===== config.mk =====
export PLATFORM = sky130hd
export DESIGN_NAME = hilo_muldiv_unit
export DESIGN_NICKNAME = d
export VERILOG_FILES = /design/src/rtl/hilo_muldiv_pkg.sv /design/src/rtl/hilo_muldiv_unit_div.sv /design/src/rtl/hilo_muldiv_unit.sv
export SDC_FILE = /design/constraint.sdc
export NUM_CORES = 2
export LEC_CHECK = 0
export BUFFER_PORTS_ARGS = -buffer_cell sky130_fd_sc_hd__buf_2
export CORE_AREA = 2 2 306 308
export CTS_CLUSTER_SIZE = 12
export DETAILED_ROUTE_END_ITERATION = 6
export DIE_AREA = 0 0 308 310
export HOLD_SLACK_MARGIN = 0.03
export PLACE_DENSITY = 0.76
export SETUP_SLACK_MARGIN = 0.15
export SLEW_MARGIN = 0
export SYNTH_ARGS = -nofsm -noshare
export SYNTH_HDL_FRONTEND = slang
export SYNTH_SLANG_ARGS = --single-unit

===== constraint.sdc =====
create_clock -name clk -period 18.8 [get_ports clk]
set_input_delay 0.94 -clock clk [delete_from_list [all_inputs] [get_ports clk]]
set_output_delay 0.94 -clock clk [all_outputs]
set_load 0.05 [all_outputs]

===== src/rtl/hilo_muldiv_pkg.sv =====
// Shared opcodes and state types for the HI/LO multiply/divide unit.
// Slots 6/7 carry MADDU/MSUBU when the unit is built with HILO_MADD_EN.
package hilo_muldiv_pkg;

  localparam logic [2:0] OP_MULT  = 3'd0;
  localparam logic [2:0] OP_MULTU = 3'd1;
  localparam logic [2:0] OP_DIV   = 3'd2;
  localparam logic [2:0] OP_DIVU  = 3'd3;
  localparam logic [2:0] OP_MTHI  = 3'd4;
  localparam logic [2:0] OP_MTLO  = 3'd5;
  localparam logic [2:0] OP_MADDU = 3'd6;
  localparam logic [2:0] OP_MSUBU = 3'd7;

  typedef enum logic [1:0] {
    DS_IDLE,
    DS_PREP,
    DS_ITER,
    DS_FIX
  } div_state_e;

  typedef enum logic [1:0] {
    ACC_NONE,
    ACC_ADD,
    ACC_SUB
  } acc_e;

endpackage


===== src/rtl/hilo_muldiv_unit_div.sv =====
// Restoring radix-2 divider: PREP takes magnitudes, ITER runs DW
// steps, FIX applies signs and the divide-by-zero result.
module hilo_div_iter
  import hilo_muldiv_pkg::*;
#(
  parameter int DW = 32
) (
  input  logic          clk,
  input  logic          rst,
  input  logic          start,
  input  logic          abort,
  input  logic          sgn,
  input  logic [DW-1:0] a,
  input  logic [DW-1:0] b,
  output logic          busy,
  output logic          done,
  output logic [DW-1:0] quot,
  output logic [DW-1:0] rem
);
  localparam int CW = $clog2(DW);

  div_state_e    state;
  logic [DW-1:0] a_q, b_q, dvs, q_q, r_q;
  logic [DW-1:0] abs_a, abs_b;
  logic          sgn_q, neg_q, neg_r;
  logic [CW-1:0] cnt;
  logic [DW:0]   sh, diff;

  always_comb begin
    abs_a = (sgn_q && a_q[DW-1]) ? -a_q : a_q;
    abs_b = (sgn_q && b_q[DW-1]) ? -b_q : b_q;
    sh    = {r_q, q_q[DW-1]};
    diff  = sh - {1'b0, dvs};
  end

  always_ff @(posedge clk) begin
    if (rst || abort) begin
      state <= DS_IDLE;
    end else begin
      unique case (state)
        DS_IDLE: begin
          if (start) begin
            state <= DS_PREP;
            a_q   <= a;
            b_q   <= b;
            sgn_q <= sgn;
          end
        end
        DS_PREP: begin
          state <= DS_ITER;
          cnt   <= '0;
          q_q   <= abs_a;
          r_q   <= '0;
          dvs   <= abs_b;
          neg_q <= sgn_q & (a_q[DW-1] ^ b_q[DW-1]);
          neg_r <= sgn_q & a_q[DW-1];
        end
        DS_ITER: begin
          // keep the partial remainder only when it does not go negative
          if (!diff[DW]) begin
            r_q <= diff[DW-1:0];
            q_q <= {q_q[DW-2:0], 1'b1};
          end else begin
            r_q <= sh[DW-1:0];
            q_q <= {q_q[DW-2:0], 1'b0};
          end
          cnt <= cnt + 1'b1;
          if (cnt == CW'(DW - 1)) state <= DS_FIX;
        end
        DS_FIX: state <= DS_IDLE;
      endcase
    end
  end

  assign busy = (state != DS_IDLE);
  assign done = (state == DS_FIX);
  assign quot = (b_q == '0) ? '1  : (neg_q ? -q_q : q_q);
  assign rem  = (b_q == '0) ? a_q : (neg_r ? -r_q : r_q);

endmodule


===== src/rtl/hilo_muldiv_unit.sv =====
// HI/LO owner: pipelined multiply, iterative divide, MTHI/MTLO.
// Define HILO_MADD_EN to add the MADDU/MSUBU accumulate stage.
module hilo_muldiv_unit
  import hilo_muldiv_pkg::*;
#(
  parameter int DW         = 32,
  parameter int MUL_STAGES = 2
) (
  input  logic          clk,
  input  logic          rst,
  input  logic          req_valid,
  output logic          req_ready,
  input  logic [2:0]    req_op,
  input  logic [DW-1:0] req_a,
  input  logic [DW-1:0] req_b,
  input  logic          flush,
  output logic          busy,
  output logic          done,
  output logic [DW-1:0] hi_o,
  output logic [DW-1:0] lo_o
);
  localparam int PW = 2 * DW;
  localparam int ML = MUL_STAGES - 1;

  logic                  accept, is_mul, is_div, sgn;
  logic                  wr_hi, wr_lo;
  logic [PW-1:0]         op_a, op_b, prod;
  logic [MUL_STAGES-1:0] mul_v;
  logic [PW-1:0]         mul_p [MUL_STAGES];
  logic                  mul_wr, acc_v;
  logic [PW-1:0]         mul_res;
  logic                  div_busy, div_done;
  logic [DW-1:0]         div_q, div_r;
  logic [DW-1:0]         hi_q, lo_q;
  logic                  done_q;
`ifdef HILO_MADD_EN
  acc_e                  acc_k;
`endif

  assign busy      = (|mul_v) | acc_v | div_busy;
  assign req_ready = ~busy;
  assign accept    = req_valid & req_ready & ~flush;
  assign hi_o      = hi_q;
  assign lo_o      = lo_q;
  assign done      = done_q;

  always_comb begin
    is_mul = 1'b0;
    is_div = 1'b0;
    sgn    = 1'b0;
    wr_hi  = 1'b0;
    wr_lo  = 1'b0;
`ifdef HILO_MADD_EN
    acc_k  = ACC_NONE;
`endif
    unique case (1'b1)
      req_op == OP_MULT:  begin is_mul = 1'b1; sgn = 1'b1; end
      req_op == OP_MULTU: is_mul = 1'b1;
      req_op == OP_DIV:   begin is_div = 1'b1; sgn = 1'b1; end
      req_op == OP_DIVU:  is_div = 1'b1;
      req_op == OP_MTHI:  wr_hi = 1'b1;
      req_op == OP_MTLO:  wr_lo = 1'b1;
`ifdef HILO_MADD_EN
      req_op == OP_MADDU: begin is_mul = 1'b1; acc_k = ACC_ADD; end
      req_op == OP_MSUBU: begin is_mul = 1'b1; acc_k = ACC_SUB; end
`endif
      default: ;
    endcase
  end

  // extend to 2*DW so the low half of one product covers both signednesses
  assign op_a = {{DW{sgn & req_a[DW-1]}}, req_a};
  assign op_b = {{DW{sgn & req_b[DW-1]}}, req_b};
  assign prod = op_a * op_b;

  always_ff @(posedge clk) begin
    if (rst || flush) begin
      mul_v <= '0;
    end else begin
      mul_v[0] <= accept & is_mul;
      for (int i = 1; i < MUL_STAGES; i++) mul_v[i] <= mul_v[i-1];
    end
  end

  always_ff @(posedge clk) begin
    mul_p[0] <= prod;
    for (int i = 1; i < MUL_STAGES; i++) mul_p[i] <= mul_p[i-1];
  end

`ifdef HILO_MADD_EN
  acc_e          mul_k [MUL_STAGES];
  logic [PW-1:0] acc_p;

  always_ff @(posedge clk) begin
    mul_k[0] <= acc_k;
    for (int i = 1; i < MUL_STAGES; i++) mul_k[i] <= mul_k[i-1];
    if (mul_k[ML] == ACC_SUB) acc_p <= {hi_q, lo_q} - mul_p[ML];
    else                      acc_p <= {hi_q, lo_q} + mul_p[ML];
  end

  always_ff @(posedge clk) begin
    if (rst || flush) acc_v <= 1'b0;
    else acc_v <= mul_v[ML] & (mul_k[ML] != ACC_NONE);
  end

  assign mul_wr  = (mul_v[ML] & (mul_k[ML] == ACC_NONE)) | acc_v;
  assign mul_res = acc_v ? acc_p : mul_p[ML];
`else
  assign acc_v   = 1'b0;
  assign mul_wr  = mul_v[ML];
  assign mul_res = mul_p[ML];
`endif

  hilo_div_iter #(
    .DW(DW)
  ) u_div (
    .clk  (clk),
    .rst  (rst),
    .start(accept & is_div),
    .abort(flush),
    .sgn  (sgn),
    .a    (req_a),
    .b    (req_b),
    .busy (div_busy),
    .done (div_done),
    .quot (div_q),
    .rem  (div_r)
  );

  // only one op is ever in flight, so the write sources never collide
  always_ff @(posedge clk) begin
    if (rst) begin
      hi_q   <= '0;
      lo_q   <= '0;
      done_q <= 1'b0;
    end else begin
      done_q <= 1'b0;
      if (!flush) begin
        if (mul_wr) begin
          {hi_q, lo_q} <= mul_res;
          done_q       <= 1'b1;
        end else if (div_done) begin
          hi_q   <= div_r;
          lo_q   <= div_q;
          done_q <= 1'b1;
        end else if (accept) begin
          if (wr_hi) hi_q <= req_a;
          if (wr_lo) lo_q <= req_a;
        end
      end
    end
  end

endmodule

### Yosys cells after proc, flatten, opt, wreduce, memory -nomap -nowiden

Memories as Yosys holds them, arrays and structs flattened.
Cells that the tools add are included.
Widths: inputs -> output; s select.

| cells by class | value |
|---|---|
| reductions and logical operators | 22 |
| bitwise logic cells | 13 |
| muxes and demuxes | 29 |
| eq/ne operators | 11 |
| multiply operators | 1 |
| $add $sub $neg | 6 |

Operators with widths:

| operator | count |
|---|---|
| $mux 32 | 15 |
| $neg 32->32 | 4 |
| $pmux 32 s2 | 2 |
| $mul 33x33->64 | 1 |
| $sub 33x32->33 | 1 |
| $logic_not 32->1 | 1 |
| $pmux 5 s2 | 1 |
| $reduce_or 2->1 | 5 |
| $reduce_and 3->1 | 3 |
| $reduce_bool 3->1 | 3 |
| $and 1x1->1 | 8 |
| $mux 1 | 8 |
| $pmux 2 s4 | 1 |
| $eq 3x2->1 const B | 2 |
| $eq 3x3->1 const B | 2 |
| $reduce_and 2->1 | 3 |
| $add 5x1->5 const B | 1 |
| $eq 5x5->1 const B | 1 |
| $eq 2x2->1 const B | 2 |
| $mux 2 | 2 |
| $ne 2x1->1 const B | 2 |
| $reduce_bool 2->1 | 2 |
| $eq 3x1->1 const B | 1 |
| $logic_not 3->1 | 1 |
| other kinds (7) | 10 |

| storage, ports and cells | value |
|---|---|
| RAM bits | 128 |
| input port bits | 71 |
| memories kept | 1 |
| register bits after elaboration | 237 |
| output and inout port bits | 67 |

Memories:

| name | words | width | read ports | clocked after Yosys merged registers in | write ports | line | text |
|---|---|---|---|---|---|---|---|
| mul_p | 2 | 64 | 2 | 0 | 2 | hilo_muldiv_unit.sv:29 | `logic [PW-1:0] mul_p [MUL_STAGES];` |

### Depth between registers and ports, before layout

| depth | value |
|---|---|
| word-level depth | 8 |
| depth in mapped cells | 31 |

### By module

From an unflattened synthesis, not the netlist that was laid out.

| unflattened totals | value |
|---|---|
| cells, all modules | 5969 |
| area, all modules | 54820.1 µm² |

Modules (own cells, without submodules):

| module | times used | area each (µm²) | seq. area each (µm²) | cells an instance |
|---|---|---|---|---|
| hilo_muldiv_unit | 1 | 43701.9 | 3903.7 | 4831 |
| hilo_div_iter | 1 | 11118.2 | 5084.9 | 1138 |

### Worst setup path after synthesis

No wires, ideal clock.

| timing path | value |
|---|---|
| path type | input port to flip-flop |
| start point | input req_a[31] |
| end point | memory mul_p[0][61] in the netlist's numbering |
| slack | 9891 ps |
| arrival time | 8837 ps |
| data required time | 18728 ps |
| buffers on the path | 3 |
| stages on the path | 28 |
| cells stage by stage | clkbuf_1 -> and2_1 -> clkbuf_1 -> nand2_1 -> inv_1 -> fa_1 -> fa_1 -> fa_1 -> inv_1 -> fa_1 -> inv_1 -> fa_1 -> fa_1 -> inv_1 -> fa_1 -> fa_1 -> inv_1 -> ha_1 -> clkbuf_1 -> a21o_1 -> a21o_1 -> a21oi_1 -> o21ai_0 -> a41oi_1 -> o21ai_0 -> a221o_1 -> a41oi_1 -> xnor2_1 |

RTL lines:

| element | line | text |
|---|---|---|
| start, declared | hilo_muldiv_unit.sv:14 | `input logic [DW-1:0] req_a,` |
| end, declared | hilo_muldiv_unit.sv:29 |  |

==> impl_metrics.ini <==
[status]
status = complete, no violations

[synthesis]
synth_top_cell_by_area = fa_1
synth_edf_count = 168
ys.flop_type = dfxtp_1
synth_commonest_cells = 1193 x inv_1, 1126 x fa_1, 1017 x nand2_1
syn_area_per_cell_um2 = 9.230
synth-seq-cells = 365
synth_top_cell_area_share = 0.4117
yosys_warnings = 0
yosysUniqueCellTypes = 78
netlist_instances = 5933
synth-seq-area-share = 0.1641
syn_nets = 7385
synth_area_leaders = fa_1 41%, edfxtp_1 9.2%, inv_1 8.2%
synth.most_common_cell = inv_1
syn_area_mm2 = 0.05476
synthArstFlopShare = 0

[clock_network]
numCtsBuffers = 37
post_cts_resized = 0
cts_tree = built
clk_root_buffer_cell = clkbuf_16
cts_hold_buf = 0
insertion_delay_ps = 540
htreeDepth = 2
clockBufferDepth = 3
cts_setup_buffers = 0
clk_pin_slew_worst_paths_ps = 60
cts_sinks = 365

[worst_setup_path]
r2r_start = u_div.r_q[12]
critPathLaunch = req_a[31]
path_buf_inv = 8
critPathMaxFanout = 54
path_common_cell = fa_1
slowest_delay_ps = 1110
required_ps = 19270
arrival_ps = 10100
end_kind = flip-flop
critical_path.startpoint_type = primary input
critical_path_class = primary input to flip-flop
slowest_stage = fa_1
crit_family = adder cells

[timing]
hold_violations = 0
setup_viol = 0
finalCriticalPeriod_ps = 9633
drv_slew = 0
fin_skew_ps = 24.76
slew_headroom = 0.1811
rsz0062_at_grt = no
tightest_slew_ps = 1228
period_share = 0.5124
fmax_mhz = 103.8
finalSetupTns_ps = 0

[global_route]
use_met1 = 0.4468
grt_max_degree = 99
grt_pass1_wl_mm = 246.6
grt_pass1_vias = 43570
use_met2 = 0.5426
gr-usage-all-layers = 0.3404
grt_overflow = 0
top_usage_layer = met2
grt_use_met3 = 0.07172
antenna_found_initial = 7

[placed_design]
dp_hpwl_mm = 116.1
io_buffers = 137
gp_congestion = 0.9781

[floorplan]
core-area_mm2 = 0.09249
io_pins = 138
die-area_mm2 = 0.09548
row_count = 112
die_h_um = 310
fp.dieW_um = 308
initial_core_util = 0.5921

[layout]
n_fill_cell = 7638
area_growth_pct = 4.716
drive_gt1_frac = 0.05130
final_nets = 7298

[route]
wl_mm = 158.6
drt_iter0_markers = 4124
firstDrtPassIters = 6
via_count = 41600
drc = 0
wl_per_cell_um = 22.44
postRouteAntennaNets = 0
avgViaCountPerCell = 5.885

[worst_hold_path]
hp-start = mul_p[0][40]
hold_class = flip-flop to flip-flop

[flow_run]
maxCapViolCount = 0
[layout by cell type (no fill, tap or decap), drive strengths merged, types with 5 or more instances in the layout]
| cell type | n |
|---|---|
| a211oi | 28 |
| a21boi | 6 |
| a21o | 53 |
| a21oi | 212 |
| a311oi | 15 |
| a31oi | 16 |
| a41oi | 5 |
| and2 | 307 |
| and3 | 31 |
| buf | 214 |
| clkbuf | 56 |
| dfxtp | 197 |
| edfxtp | 168 |
| fa | 1126 |
| ha | 255 |
| inv | 1195 |
| mux2i | 32 |
| nand2 | 1017 |
| nand2b | 15 |
| nand3 | 18 |
| nand3b | 8 |
| nand4 | 21 |
| nor2 | 202 |
| nor2b | 9 |
| nor3 | 36 |
| nor3b | 7 |
| nor4 | 10 |
| o211ai | 23 |
| o21a | 15 |
| o21ai | 155 |
| o21bai | 19 |
| o22ai | 16 |
| o31ai | 36 |
| o41ai | 12 |
| or2 | 18 |
| or3 | 27 |
| or4 | 14 |
| xnor2 | 130 |
| xor2 | 87 |
[final cells by class]
cell class | instances | area (um^2) | share of cell area
multi-input combinational | 4034 | 40030 | 0.6981
sequential | 365 | 8992 | 0.1568
inverter | 1194 | 4482 | 0.07816
tap | 1197 | 1498 | 0.02612
timing repair buffer | 214 | 1264 | 0.02204
clock buffer | 56 | 1011 | 0.01763
clock inverter | 5 | 57.56 | 0.001004
antenna | 3 | 7.507 | 0.0001309
[through the flow]
step,util,std cells,cell area (um^2),hold WS (ps),setup slack [ps]
after floorplan,-,5933,54760,309.6,9891
final,0.6200,7068,57340,317.8,9167
after CTS,0.6199,7065,57330,318.5,9309
after detailed placement,0.6083,7004,56270,312.1,8772
after global routing,0.6199,7065,57330,325.7,8774
after global placement,0.6083,7004,56270,309.8,8955
[final timing paths]
check | end | slack, ps | depth (start not counted)
hold reg to reg | mul_p[0][104] | 320 | 0
setup reg to reg | u_div.r_q[31] | 14130 | 11
setup / recovery | mul_p[0][61] | 9170 | 28
hold / removal | mul_p[0][104] | 320 | 0
[per-layer routing]
metal	vias to the layer above	part of all wire
met5	-	0.000076
met4	2	0.059
met3	525	0.11
met2	2361	0.45
met1	20910	0.38
li1	17800	-
[flip-flops by register name, indices dropped and copies added (netlist names)]
register	flops
mul_p	128
hi_o	32
lo_o	32
u_div.a_q	32
u_div.b_q	32
u_div.dvs	32
u_div.q_q	32
u_div.r_q	32
u_div.cnt	5
mul_v	2
u_div.state	2
done	1
u_div.neg_q	1
u_div.neg_r	1
u_div.sgn_q	1
[cells by family (layout without fill, tap and decap cells)]
group	after synthesis	in the layout	synth area share
mux	33	33	0.006055
xor+xnor	217	217	0.03471
other cells	0	3	0
flops	365	365	0.1641
simple gates	1754	1754	0.1456
buf+inv	1534	1469	0.1057
fa+ha+maj	1381	1381	0.4699
compound gates	649	649	0.07390
Power is not shown: default switching activity piles up to over one toggle a cycle in this logic, so the estimate is an artifact.
